[config.mk]
export PLATFORM = sky130hd
export DESIGN_NAME = alu_pipe
export DESIGN_NICKNAME = d
export VERILOG_FILES = /design/src/rtl/alu_pipe.sv
export SDC_FILE = /design/constraint.sdc
export NUM_CORES = 1
export LEC_CHECK = 0
export ABC_AREA = 1
export BUFFER_PORTS_ARGS = -buffer_cell sky130_fd_sc_hd__clkbuf_2
export CAP_MARGIN = 20
export CORE_AREA = 2 2 114 116
export DETAILED_ROUTE_END_ITERATION = 12
export DIE_AREA = 0 0 116 118
export PLACE_DENSITY = 0.77
export SLEW_MARGIN = 20
export SYNTH_ARGS = -nofsm -noshare
export SYNTH_HDL_FRONTEND = slang
export SYNTH_SLANG_ARGS = --single-unit
export TNS_END_PERCENT = 5
[constraint.sdc]
create_clock -name clk -period 9.56 [get_ports clk]
set_input_delay 0.956 -clock clk [delete_from_list [all_inputs] [get_ports clk]]
set_output_delay 0.956 -clock clk [all_outputs]
set_load 0.005 [all_outputs]
[src/rtl/alu_pipe.sv]
// Handshaked 8-bit ALU responder: one combinational op stage feeding a result
// register backed by a single skid entry, so downstream stalls never drop requests.
module alu_pipe #(
  parameter int WIDTH = 8
) (
  input  logic             clk,
  input  logic             rst,
  input  logic             in_valid,
  output logic             in_ready,
  input  logic [WIDTH-1:0] a,
  input  logic [WIDTH-1:0] b,
  input  logic [3:0]       aluop,
  output logic             out_valid,
  input  logic             out_ready,
  output logic [WIDTH-1:0] o,
  output logic             flag_z,
  output logic             flag_n,
  output logic             flag_c,
  output logic             flag_v,
  output logic [15:0]      op_count
);

  localparam int SHW = $clog2(WIDTH);
  localparam int MSB = WIDTH - 1;

  typedef struct packed {
    logic [WIDTH-1:0] o;
    logic             z;
    logic             n;
    logic             c;
    logic             v;
  } res_t;

  res_t           res;
  res_t           out_q;
  res_t           skid_q;
  logic           out_v;
  logic           skid_v;
  logic [15:0]    cnt;
  logic           in_xfer;

  logic [SHW-1:0]     sh;
  logic [WIDTH:0]     wide;
  logic [2*WIDTH-1:0] dbl;
  logic [2*WIDTH-1:0] prod;

  assign sh = b[SHW-1:0];

  // NOTE: every variable gets a default before the case so no path can infer a latch.
  always_comb begin
    wide = '0;
    dbl  = '0;
    prod = '0;
    res  = '0;
    case (aluop)
      4'd0: begin
        wide  = {1'b0, a} + {1'b0, b};
        res.o = wide[MSB:0];
        res.c = wide[WIDTH];
        res.v = (a[MSB] == b[MSB]) && (res.o[MSB] != a[MSB]);
      end
      4'd1: begin
        wide  = {1'b0, a} - {1'b0, b};
        res.o = wide[MSB:0];
        res.c = wide[WIDTH];
        res.v = (a[MSB] != b[MSB]) && (res.o[MSB] != a[MSB]);
      end
      4'd2: res.o = a & b;
      4'd3: res.o = a | b;
      4'd4: res.o = a ^ b;
      4'd5: res.o = ~a;
      4'd6: begin
        // The extra top bit catches the last bit shifted out; it stays 0 for sh == 0.
        wide  = {1'b0, a} << sh;
        res.o = wide[MSB:0];
        res.c = wide[WIDTH];
      end
      4'd7: begin
        wide  = {a, 1'b0} >> sh;
        res.o = wide[WIDTH:1];
        res.c = wide[0];
      end
      4'd8: res.o = $signed(a) >>> sh;
      4'd9: begin
        dbl   = {a, a} << sh;
        res.o = dbl[2*WIDTH-1:WIDTH];
      end
      4'd10: begin
        dbl   = {a, a} >> sh;
        res.o = dbl[MSB:0];
      end
      4'd11: begin
        wide  = {1'b0, a} + {{WIDTH{1'b0}}, 1'b1};
        res.o = wide[MSB:0];
        res.c = wide[WIDTH];
        res.v = !a[MSB] && res.o[MSB];
      end
      4'd12: begin
        wide  = {1'b0, a} - {{WIDTH{1'b0}}, 1'b1};
        res.o = wide[MSB:0];
        res.c = wide[WIDTH];
        res.v = a[MSB] && !res.o[MSB];
      end
      4'd13: begin
        prod  = {{WIDTH{1'b0}}, a} * {{WIDTH{1'b0}}, b};
        res.o = prod[MSB:0];
        res.c = |prod[2*WIDTH-1:WIDTH];
      end
      4'd14: res.o = {{(WIDTH-1){1'b0}}, a < b};
      4'd15: res.o = b;
    endcase
    res.z = ~|res.o;
    res.n = res.o[MSB];
  end

  assign in_ready = !skid_v;
  assign in_xfer  = in_valid && in_ready;

  // NOTE: all state updates use non-blocking assignments so every register samples pre-edge values.
  always_ff @(posedge clk) begin
    if (rst) begin
      out_q  <= '0;
      out_v  <= 1'b0;
      skid_q <= '0;
      skid_v <= 1'b0;
      cnt    <= '0;
    end else begin
      if (in_xfer) cnt <= cnt + 16'd1;
      if (!out_v || out_ready) begin
        // Output register is free or draining: the skid has priority to keep order.
        if (skid_v) begin
          out_q  <= skid_q;
          out_v  <= 1'b1;
          skid_v <= 1'b0;
        end else if (in_xfer) begin
          out_q <= res;
          out_v <= 1'b1;
        end else begin
          out_v <= 1'b0;
        end
      end else if (in_xfer) begin
        skid_q <= res;
        skid_v <= 1'b1;
      end
    end
  end

  assign out_valid = out_v;
  assign o         = out_q.o;
  assign flag_z    = out_q.z;
  assign flag_n    = out_q.n;
  assign flag_c    = out_q.c;
  assign flag_v    = out_q.v;
  assign op_count  = cnt;

endmodule

Yosys cells after proc, flatten, opt, wreduce, memory -nomap -nowiden
Cells that the tools add are included.
W data, S select, Z words.
{"block": "word_totals", "ff_bits": 42, "wordCells": 74}
{"block": "classes", "multipliers": 1, "muxes": 7, "n_reduce_logical": 18, "n_lt_le_gt_ge": 1, "addsub": 5, "shift": 5, "bitwise_logic": 5, "eq_ne": 19}
{"cell": "$pmux W8 S16", "n": 1}
{"cell": "$eq A4 B4 Y1 const B", "n": 8}
{"cell": "$mux W12", "n": 2}
{"cell": "$add A16 B1 Y16 const B", "n": 1}
{"cell": "$eq A4 B3 Y1 const B", "n": 4}
{"cell": "$mul A8 B8 Y16", "n": 1}
{"cell": "$reduce_or A8 Y1", "n": 2}
{"cell": "$shl A16 B3 Y16", "n": 1}
{"cell": "$shr A16 B3 Y8", "n": 1}
{"cell": "$add A8 B1 Y9 const B", "n": 1}
{"cell": "$add A8 B8 Y9", "n": 1}
{"cell": "$shl A8 B3 Y9", "n": 1}
{"cell": "$shr A9 B3 Y9", "n": 1}
{"cell": "$sub A8 B1 Y9 const B", "n": 1}
{"cell": "$sub A8 B8 Y9", "n": 1}
{"cell": "$and A8 B8 Y8", "n": 1}
{"cell": "$eq A4 B2 Y1 const B", "n": 2}
{"cell": "$lt A8 B8 Y1", "n": 1}
{"cell": "$not A8 Y8", "n": 1}
{"cell": "$or A8 B8 Y8", "n": 1}
{"cell": "$sshr A8 B3 Y8", "n": 1}
{"cell": "$xor A8 B8 Y8", "n": 1}
{"cell": "$pmux W1 S7", "n": 1}
{"cell": "$logic_and A1 B1 Y1", "n": 5}
{"cell": "12 further kinds", "n": 20}

Longest topological paths before layout
{"block": "logic_depth", "depth_word": 6, "mapped_depth": 25}

Worst setup path before layout
No wires, ideal clock.
{"block": "synth_path", "path_kind": "in2reg", "from": "input port b[2]", "to": "register skid_q[1] (netlist bit)", "setup_slack_ns": 4.597, "arrival_time_ns": 4.847, "cell_stages": 22, "n_path_buf": 2, "setup_ns": 0.116, "path_cell_list": "buf_2 -> buf_1 -> nand2_1 -> fa_1 -> fa_1 -> fa_1 -> fa_1 -> inv_1 -> ha_1 -> inv_1 -> o21bai_1 -> nand2_1 -> nand3_1 -> nand3_1 -> nand3_1 -> nand2_1 -> nor2_1 -> nand3_1 -> nand2_1 -> nand3_1 -> o211ai_1 -> inv_1"}
{"block": "synth_between", "elab_chain_cells": 3}
{"element": "from (decl)", "line_no": "11", "source": "input logic [WIDTH-1:0] b,"}
{"element": "$mul A8 B8 Y16", "line_no": "105", "source": "prod = {{WIDTH{1'b0}}, a} * {{WIDTH{1'b0}}, b};"}
{"element": "$reduce_or A8 Y1", "line_no": "107", "source": "res.c = |prod[2*WIDTH-1:WIDTH];"}
{"element": "$pmux W1 S7 *", "line_no": "55", "source": "case (aluop)"}
{"element": "to (signal assigned)", "line_no": "142", "source": "skid_q <= res;"}
{"element": "to (decl)", "line_no": "36", "source": "res_t skid_q;"}
Every way passes the cells marked *; elsewhere a longest branch is shown, timed or not.
A chain may end at the register's enable or synchronous reset.

Worst setup path in the final report
{"block": "layout_path", "from": "input port b[2]", "to": "register out_q, in the netlist flag_c"}
{"block": "layout_between", "elab_chain_cells": 5}
{"element": "$mul A8 B8 Y16", "line_no": "105"}
{"element": "$reduce_or A8 Y1", "line_no": "107"}
{"element": "$pmux W1 S7 *", "line_no": "55"}
{"element": "$mux W12 *", "line_no": "135", "source": "end else if (in_xfer) begin"}
{"element": "$mux W12 *", "line_no": "131", "source": "if (skid_v) begin"}
{"element": "to (signal assigned)", "line_no": "132", "source": "out_q <= skid_q;"}
{"element": "to (signal assigned)", "line_no": "136", "source": "out_q <= res;"}
{"element": "to (decl)", "line_no": "35", "source": "res_t out_q;"}
Every way passes the cells marked *; elsewhere a longest branch is shown, timed or not. The select of a mux whose other input is x is not followed.

==> results.yml <==
run_status:
  status: "complete, no violations"
timing:
  finalCritPeriodShare_pct: 56.0
  rsz0062_at_grt: "no"
  setup_tns_ns: 0
  setup_viol: 0
  maxSlewViolCount: 0
  skew_ns: 0.00775
  relSlewSlack_pct: 40.2
  min_period_ns: 5.35
  fmax_mhz: 187
  hold_viol: 0
  worstMarginPinSlew_ns: 0.894
synth:
  synth_fp_nets: 1255
  yosys_warnings: 0
  synth_mux_area_share_pct: 0
  synth_top_family_by_area: "simple AND/OR/NAND/NOR gates"
  synth_cells: 1127
  yosys.area_share.xor_xnor_pct: 1.69
  synthAdderAreaFrac_pct: 23.5
  synth_compound_area_share_pct: 10.3
  synthSimpleGateAreaFrac_pct: 38.8
  syn-mean-instance-area_um2: 5.99
  ys.flop_type: "dfxtp_1"
  ys_seq_area_share_pct: 11.9
  ys_types: 43
  synth-edff-count: 0
  synthArstFlopShare_pct: 0
  ys_ff_latch: 40
  netlist_area_mm2: 0.00675
global_routing:
  grt_use_met2_pct: 46.7
  antenna_found_initial: 0
  track_usage_pct: 30.9
  met3_usage_pct: 6.18
  grt-ovfl-total: 0
  grt_max_degree: 32
  grtUsageMet1_pct: 44.0
  grt_pass1_vias: 6581
  grt_pass1_wl_mm: 33.4
  busiest_layer: "met2"
clocking:
  clock_sinks: 40
  cts_tree: "yes"
  cts-htree-levels: 2
  cts_buffers: 5
  cts.path.max_buffers: 2
  postCtsHoldBufs: 0
  worstSkewPairLatency_ns: 0.28
  root_buffer: "clkbuf_16"
  worst_setup_hold_path_clk_slew_ns: 0.06
  cts_setup_buffers: 0
  cts_resized: 0
route:
  ant_nets: 0
  wl_mm: 20.5
  num_vias: 7250
  firstDrtPassIters: 5
  drc_errors: 0
  avgRoutedWirePerCell_um: 15.5
  drt_iter0_drc: 736
  routed_via_density: 5.48
worst_hold_path:
  hold_path.class: "flop to flop"
  hold_start: "o[4]"
worst_setup_path:
  required_ns: 9.71
  cp-startpoint: "b[2]"
  cp_slowest_cell: "fa_1"
  endpoint: "flag_c"
  rrSetupSlack_ns: 7.11
  regToRegEndpoint: "o[2]"
  cp_slowest_stage_delay_ns: 0.62
  cp-start-kind: "input pin"
  cp_cell_sequence: "clkbuf_2 > nand2_1 > fa_1 > fa_1 > fa_1 > inv_1 > fa_1 > ha_1 > nand2_1 > inv_1 > nand2_1 > nand3_1 > a21oi_1 > inv_1 > nand2_1 > nand2_1 > nor2_1 > nand3_1 > nand2_1 > nand3_1 > nand2_1 > a21oi_1"
  rr_worst_depth: 6
  rr_startpoint: "skid_v"
  path_common_cell: "nand2_1"
  path_class: "input pin to flop"
  end_kind: "flop"
  cp_max_fo: 31
  crit_arrival_ns: 5.50
cells_and_area:
  final_common_cell: "nand2_1"
  nets: 1278
  final_cell_mix: "339 x nand2_1, 187 x inv_1, 110 x nand3_1"
  layout-drive-gt1-share_pct: 8.08
  fin_cells: 1323
  area_delta_synth_final_pct: 6.26
  design_area_mm2: 0.00717
  num_antenna_cells: 0
pwr:
  p_leak_nw: 4.06
  finalPower_mw: 0.853
  power.density_mw_per_mm2: 119
  peakVddDrop_uv: 184
die:
  core_area_mm2: 0.0124
  die-height_um: 118
  std_cell_rows: 41
  start_util_pct: 54.4
  die_x_um: 116
  io_pins: 54
  die_area_mm2: 0.0137
place:
  io_buffers: 53
  dp_hpwl_mm: 16.6
  postPlaceCellArea_mm2: 0.00702
  placed_cells: 1315
  place.gp.congestion: 1.05
job:
  max-cap-violations: 0
-- kinds of logic (layout without fill, tap and decap cells) --
group                      after synthesis  in the layout
AOI/OAI and AO/OA                      128            128
buffers and inverters                  230            254
xor gates and xnor gates                13             13
and+or+nand+nor                        612            612
DFF                                     40             40
adders and majority gates              104            104
-- Yosys cell counts, types with 13 or more instances --
cell type    n  area [um2]
nand4_1     13        81.3
o21ai_0     40         200
clkbuf_1    15        56.3
nand3_1    110         551
nand2_1    339        1270
fa_1        38         761
a21oi_1     66         330
inv_1      187         702
ha_1        66         826
nor2_1     106         398
dfxtp_1     40         801
-- state kept, by name, indices dropped and copies added (netlist names) --
| name | count |
|---|---|
| flag_z | 1 |
| flag_v | 1 |
| flag_c | 1 |
| skid_q | 11 |
| op_count | 16 |
| o | 8 |
| out_valid | 1 |
| skid_v | 1 |
-- critical path, delay by kind of cell --
family | cells | cell delay (ns)
adder cells (fa/ha/maj) | 5 | 2.43
AND/OR/NAND/NOR | 11 | 1.19
buffers and inverters | 4 | 0.63
AO/OA/AOI/OAI | 2 | 0.26
-- per-stage QoR --
| stage | setup slack [ns] | utilization [%] | hold slack, ns |
|---|---|---|---|
| after floorplan | 4.60 | - | 0.462 |
| after global placement | 4.07 | 56.6 | 0.455 |
| after detailed placement | 3.96 | 56.6 | 0.456 |
| after CTS | 4.26 | 57.8 | 0.465 |
| after global routing | 3.85 | 57.8 | 0.489 |
| final | 4.21 | 57.8 | 0.464 |
-- final cells by class --
| cell class | count | area (um2) |
|---|---|---|
| timing repair buffer | 53 | 265 |
| inverter | 193 | 727 |
| tap | 172 | 215 |
| clock inverter | 1 | 7.51 |
| clock buffer | 7 | 143 |
| sequential | 40 | 801 |
| fill | 1322 | 5240 |
| multi-input combinational | 857 | 5020 |
-- metal layers --
layer	wire, um	up-vias
met3	2030	56
met2	8850	352
met1	8830	3255
li1	-	3587
met4	790	0
met5	0	-
-- report_power, final --
part	switching, mW	internal, mW	leakage (nW)
Combinational	0.326	0.181	3.67
Clock	0.0643	0.104	0.0701
Sequential	0.00402	0.174	0.325
-- how the worst min path moves through the flow --
| stage | to | slack [ns] | depth (start not counted) |
|---|---|---|---|
| after floorplan | flag_c | 0.46 | 2 |
| after global placement | o[3] | 0.45 | 2 |
| after detailed placement | o[4] | 0.46 | 2 |
| after CTS | o[4] | 0.47 | 2 |
| after global routing | flag_v | 0.49 | 2 |
| final | o[4] | 0.46 | 2 |
No activity file was read; power rests on OpenSTA's default activity.
